[config.mk]
export PLATFORM = sky130hd
export DESIGN_NAME = blackjack_engine
export DESIGN_NICKNAME = d
export VERILOG_FILES = /design/src/rtl/blackjack_engine.sv
export SDC_FILE = /design/constraint.sdc
export NUM_CORES = 1
export LEC_CHECK = 0
export CORE_MARGIN = 2
export CORE_UTILIZATION = 50
export CTS_CLUSTER_DIAMETER = 50
export DETAILED_ROUTE_END_ITERATION = 16
export PLACE_DENSITY_LB_ADDON = 0.3
export SLEW_MARGIN = 20
export SYNTH_ARGS = -nofsm -noshare
export SYNTH_HDL_FRONTEND = slang
export SYNTH_SLANG_ARGS = --single-unit
[constraint.sdc]
create_clock -name clock -period 2.85 [get_ports clock]
set_input_delay 0.855 -clock clock [delete_from_list [all_inputs] [get_ports clock]]
set_output_delay 0.855 -clock clock [all_outputs]
set_load 0.01 [all_outputs]
[src/rtl/blackjack_engine.sv]
// 21-style round controller: deal, player turn, automatic dealer turn,
// outcome resolution and saturating session tallies over a card valid/req handshake.
module blackjack_engine #(
  parameter int CARD_W       = 4,
  parameter int MAX_CARD     = 10,
  parameter int SCORE_W      = 6,
  parameter int TARGET       = 21,
  parameter int DEALER_STAND = 17,
  parameter int CNT_W        = 8
) (
  input  logic               clock,
  input  logic               reset,
  input  logic               start,
  input  logic               hit,
  input  logic               stand,
  input  logic               card_valid,
  input  logic [CARD_W-1:0]  card_in,
  output logic               card_req,
  output logic [SCORE_W-1:0] player_score,
  output logic [SCORE_W-1:0] dealer_score,
  output logic [CARD_W-1:0]  last_card,
  output logic [1:0]         turn,
  output logic [2:0]         outcome,
  output logic [CNT_W-1:0]   wins,
  output logic [CNT_W-1:0]   losses,
  output logic [CNT_W-1:0]   pushes,
  output logic               busy
);

  localparam logic [3:0] S_IDLE    = 4'd0;
  localparam logic [3:0] S_DEAL_P1 = 4'd1;
  localparam logic [3:0] S_DEAL_D1 = 4'd2;
  localparam logic [3:0] S_DEAL_P2 = 4'd3;
  localparam logic [3:0] S_PLAYER  = 4'd4;
  localparam logic [3:0] S_P_DRAW  = 4'd5;
  localparam logic [3:0] S_DEALER  = 4'd6;
  localparam logic [3:0] S_D_DRAW  = 4'd7;
  localparam logic [3:0] S_RESOLVE = 4'd8;

  localparam logic [2:0] OC_WIN        = 3'b001;
  localparam logic [2:0] OC_LOSE       = 3'b010;
  localparam logic [2:0] OC_PUSH       = 3'b011;
  localparam logic [2:0] OC_WIN_DBUST  = 3'b101;
  localparam logic [2:0] OC_LOSE_PBUST = 3'b110;

  localparam logic [SCORE_W-1:0] TGT       = SCORE_W'(TARGET);
  localparam logic [SCORE_W-1:0] STAND_LIM = SCORE_W'(DEALER_STAND);
  localparam logic [CARD_W-1:0]  CARD_MAX  = CARD_W'(MAX_CARD);

  logic [3:0]         state;
  logic               start_q, hit_q, stand_q;
  logic               start_ev, hit_ev, stand_ev;
  logic [CARD_W-1:0]  card_val;
  logic [SCORE_W-1:0] player_next, dealer_next;

  function automatic logic [SCORE_W-1:0] sat_add(input logic [SCORE_W-1:0] a,
                                                 input logic [CARD_W-1:0]  b);
    logic [SCORE_W:0] s;
    s = {1'b0, a} + (SCORE_W+1)'(b);
    return s[SCORE_W] ? '1 : s[SCORE_W-1:0];
  endfunction

  function automatic logic [CNT_W-1:0] sat_inc(input logic [CNT_W-1:0] c);
    return (c == '1) ? c : c + CNT_W'(1);
  endfunction

  assign start_ev = start & ~start_q;
  assign hit_ev   = hit & ~hit_q;
  assign stand_ev = stand & ~stand_q;

  always_comb begin
    card_val = card_in;
    if (card_in == '0)
      card_val = CARD_W'(1);
    else if (card_in > CARD_MAX)
      card_val = CARD_MAX;
  end

  assign player_next = sat_add(player_score, card_val);
  assign dealer_next = sat_add(dealer_score, card_val);

  always_comb begin
    card_req = 1'b0;
    turn     = 2'b10;
    case (state)
      S_DEAL_P1, S_DEAL_D1, S_DEAL_P2, S_P_DRAW: begin
        card_req = 1'b1;
        turn     = 2'b00;
      end
      S_PLAYER: turn = 2'b00;
      S_DEALER: turn = 2'b01;
      S_D_DRAW: begin
        card_req = 1'b1;
        turn     = 2'b01;
      end
      default: ;
    endcase
  end

  assign busy = (state != S_IDLE);

  always_ff @(posedge clock or posedge reset) begin
    if (reset) begin
      state        <= S_IDLE;
      start_q      <= 1'b0;
      hit_q        <= 1'b0;
      stand_q      <= 1'b0;
      player_score <= '0;
      dealer_score <= '0;
      last_card    <= '0;
      outcome      <= '0;
      wins         <= '0;
      losses       <= '0;
      pushes       <= '0;
    end else begin
      start_q <= start;
      hit_q   <= hit;
      stand_q <= stand;
      case (state)
        S_IDLE: if (start_ev) begin
          player_score <= '0;
          dealer_score <= '0;
          outcome      <= '0;
          state        <= S_DEAL_P1;
        end
        S_DEAL_P1: if (card_valid) begin
          player_score <= player_next;
          last_card    <= card_val;
          state        <= S_DEAL_D1;
        end
        S_DEAL_D1: if (card_valid) begin
          dealer_score <= dealer_next;
          last_card    <= card_val;
          state        <= S_DEAL_P2;
        end
        S_DEAL_P2: if (card_valid) begin
          player_score <= player_next;
          last_card    <= card_val;
          state        <= (player_next == TGT) ? S_DEALER : S_PLAYER;
        end
        // stand is tested first so a simultaneous hit is dropped
        S_PLAYER: begin
          if (stand_ev)
            state <= S_DEALER;
          else if (hit_ev)
            state <= S_P_DRAW;
        end
        S_P_DRAW: if (card_valid) begin
          player_score <= player_next;
          last_card    <= card_val;
          if (player_next > TGT)
            state <= S_RESOLVE;
          else if (player_next == TGT)
            state <= S_DEALER;
          else
            state <= S_PLAYER;
        end
        S_DEALER: state <= (dealer_score >= STAND_LIM) ? S_RESOLVE : S_D_DRAW;
        S_D_DRAW: if (card_valid) begin
          dealer_score <= dealer_next;
          last_card    <= card_val;
          state        <= S_DEALER;
        end
        S_RESOLVE: begin
          if (player_score > TGT) begin
            outcome <= OC_LOSE_PBUST;
            losses  <= sat_inc(losses);
          end else if (dealer_score > TGT) begin
            outcome <= OC_WIN_DBUST;
            wins    <= sat_inc(wins);
          end else if (player_score > dealer_score) begin
            outcome <= OC_WIN;
            wins    <= sat_inc(wins);
          end else if (player_score < dealer_score) begin
            outcome <= OC_LOSE;
            losses  <= sat_inc(losses);
          end else begin
            outcome <= OC_PUSH;
            pushes  <= sat_inc(pushes);
          end
          state <= S_IDLE;
        end
        default: state <= S_IDLE;
      endcase
    end
  end

endmodule

==> results.json <==
{
  "status": "finished clean",
  "cts_buffers": 5,
  "combPwrFrac": 0.576,
  "die_w_um": 83.1,
  "critPathLaunchType": "primary input",
  "gr-max-usage-layer": "met2",
  "whs_ps": 489,
  "cts_sinks": 50,
  "seqPwrFrac": 0.299,
  "synth_seq_cells": 50,
  "synth_xor_area_frac": 0.0785,
  "synth_area_um2": 3130,
  "port_buffers": 56,
  "period_share": 0.972,
  "postRouteAntennaNets": 0,
  "switchingPower_uw": 1520,
  "synthTopCellsByArea": "dfrtp_1, xnor2_1, ha_1, a21o_1, nand2_1",
  "grt-ovfl-total": 0,
  "finalSetupViolCount": 0,
  "grt_use_met3": 0.0427,
  "cp_max_fo": 6,
  "dp_hpwl_mm": 5.46,
  "tightestPinTransition_ps": 685,
  "switching_share": 0.425,
  "met1_usage": 0.283,
  "io_pins": 57,
  "synth_commonest_cells": "dfrtp_1, xnor2_1, nand2_1",
  "grtUsageMet2": 0.356,
  "rsz0062_at_grt": "no",
  "fp.dieH_um": 83.1,
  "yosys.cell_types.count": 64,
  "synth_fa_ha_area_frac": 0.0857,
  "num_vias": 2636,
  "synth_edf_count": 0,
  "max-slew-margin-rel": 0.542,
  "yosys_warnings": 0,
  "gp_congestion": 0.871,
  "min_from": "outcome[1]",
  "clockBufferDepth": 2,
  "fillers": 462,
  "core.rowCount": 28,
  "track_usage": 0.211,
  "crit_type": "in -> reg",
  "cp.required_ps": 3090,
  "wl_per_cell_um": 15.6,
  "grt_pass1_vias": 2548,
  "diodes": 0,
  "clk_latency_ps": 300,
  "clock_skew_ps": 3.72,
  "htree_num_levels": 2,
  "syn_inst": 309,
  "cts.clk_slew.worst_paths_ps": 90,
  "yosysMostFrequentCell": "dfrtp_1",
  "nets": 418,
  "clkPwrFrac": 0.126,
  "ys_dominant_reg_cell": "dfrtp_1",
  "hp-class": "reg -> reg",
  "drv_cap": 0,
  "viasPerCell": 5.64,
  "antenna_found_initial": 0,
  "final.min_clock_period_ps": 2770,
  "irDropWorstVdd_mv": 0.490,
  "yosys.area_share.simple": 0.178,
  "drt-initial-drc-count": 139,
  "die_area_um2": 6900,
  "max_clock_freq_ghz": 0.361,
  "utilization": 0.685,
  "dp.cells": 458,
  "grt_max_degree": 51,
  "final_cell_count_no_fill": 467,
  "routed_wl_mm": 7.28,
  "total_power_uw": 3570,
  "slew_violations": 0,
  "async_flop_share": 1.00,
  "finalHoldViolCount": 0,
  "synthMuxAreaShare": 0.0248,
  "ys_seq_area_frac": 0.400,
  "drive_gt1_frac": 0.209,
  "synth_top_area_frac": 0.400,
  "arrival_ps": 3010,
  "syn_avg_cell_area_um2": 10.1,
  "yosysTopAreaCell": "dfrtp_1",
  "syn-num-nets": 336,
  "setup.worst_path.start": "card_in[1]",
  "remaining_drc_errors": 0,
  "drt_first_pass_iters": 4,
  "synth_compound_area_frac": 0.187,
  "synthToLayoutAreaGrowth_pct": 31.3,
  "reg2reg_from": "dealer_score[3]",
  "cts_tree": "yes",
  "initial_core_util": 0.522,
  "setup_tns_ps": 0,
  "p_leak_uw": 0.00191,
  "core_area_um2": 5990,
  "root_buffer": "clkbuf_8",
  "p_per_area_nw_per_um2": 869,
  "ctsHoldBuffers": 0,
  "end_kind": "register",
  "p_int_uw": 2050,
  "grt_pass1_wl_mm": 12.0,
  "synth_top_family_by_area": "compound AO/OA/AOI/OAI gates"
}
## per-layer routing
| layer | vias up | share of wire |
|---|---|---|
| li1 | 1265 | - |
| met1 | 1298 | 0.46 |
| met2 | 65 | 0.49 |
| met3 | 8 | 0.040 |
| met4 | 0 | 0.013 |
| met5 | - | 0 |
## stage by stage
stage          worst slack (ps)  instance area, um2
2_1_floorplan              6.34                3150
3_3_place_gp               -610                3950
3_5_place_dp               -742                3950
4_1_cts                    49.7                4060
5_1_grt                    1.28                4100
6_report                   80.5                4100
## worst max-delay path, stage by stage
cell and delay (ps):
buf_4 130, o21ai_2 140, nand2_2 80, o31ai_4 60, buf_4 150, ha_1 150
inv_1 60, fa_2 340, inv_2 60, maj3_1 140, a21oi_1 80, or3_4 430
a31oi_1 190, o22a_1 150
## logic make-up (layout without fill, tap and decap cells)
| logic type | count (synthesis) | in the layout |
|---|---|---|
| AOI/OAI and AO/OA | 74 | 74 |
| xor gates and xnor gates | 28 | 28 |
| adders and majority gates | 21 | 21 |
| buffers and inverters | 32 | 115 |
| DFF | 50 | 50 |
| muxes | 7 | 7 |
| and+or+nand+nor | 97 | 97 |
## layout by cell type (no fill, tap or decap), types with 7 or more instances in the layout
cell type	n
clkdlybuf4s50_1	52
nand3_1	11
and3_1	7
a21oi_1	11
dfrtp_1	50
xnor2_1	23
inv_1	18
ha_1	14
and2_1	9
nand4_1	13
buf_4	32
o21ai_0	15
nor2_1	10
a21o_1	13
nand2_1	22
## layout make-up
class                      count  area [um2]  share of cell area
clock inverter                 2        17.5             0.00427
inverter                      22        82.6              0.0201
clock buffer                   6        82.6              0.0201
timing repair buffer          85         771               0.188
multi-input combinational    227        1800               0.440
tap                           75        93.8              0.0229
sequential                    50        1250               0.305
## sequential cells by signal, indices dropped and copies added (netlist names), 3 cells and up
register and flops:
wins 8, state 4, pushes 8, dealer_score 6
last_card 4, player_score 6, outcome 3, losses 8
## timing repair
item,in CTS,in global routing
setup endpoints to repair,14,6
hold endpoints to repair,0,0
pin swaps,6,5
buffers inserted,1,0
gates resized for setup,17,13
## worst paths after layout
| check | end | slack [ps] | depth (start not counted) |
|---|---|---|---|
| setup / recovery | dealer_score[5] | 80 | 14 |
| hold / removal | outcome[1] | 490 | 1 |
| setup reg to reg | losses[1] | 280 | 8 |
| hold reg to reg | outcome[1] | 490 | 1 |
| max in group asynchronous | player_score[2] | 1370 | 3 |
| min in group asynchronous | losses[4] | 1050 | 3 |
## power groups by stage
stage | combinational [uW] | clock [uW] | sequential (uW)
global route | 2230 | 492 | 1080
finish | 2050 | 448 | 1070
floorplan | 1310 | 0 | 1030
detailed placement | 1970 | 0 | 1070
CTS | 2010 | 461 | 1060
global placement | 1940 | 0 | 1070
(Power assumes the default switching activity.)
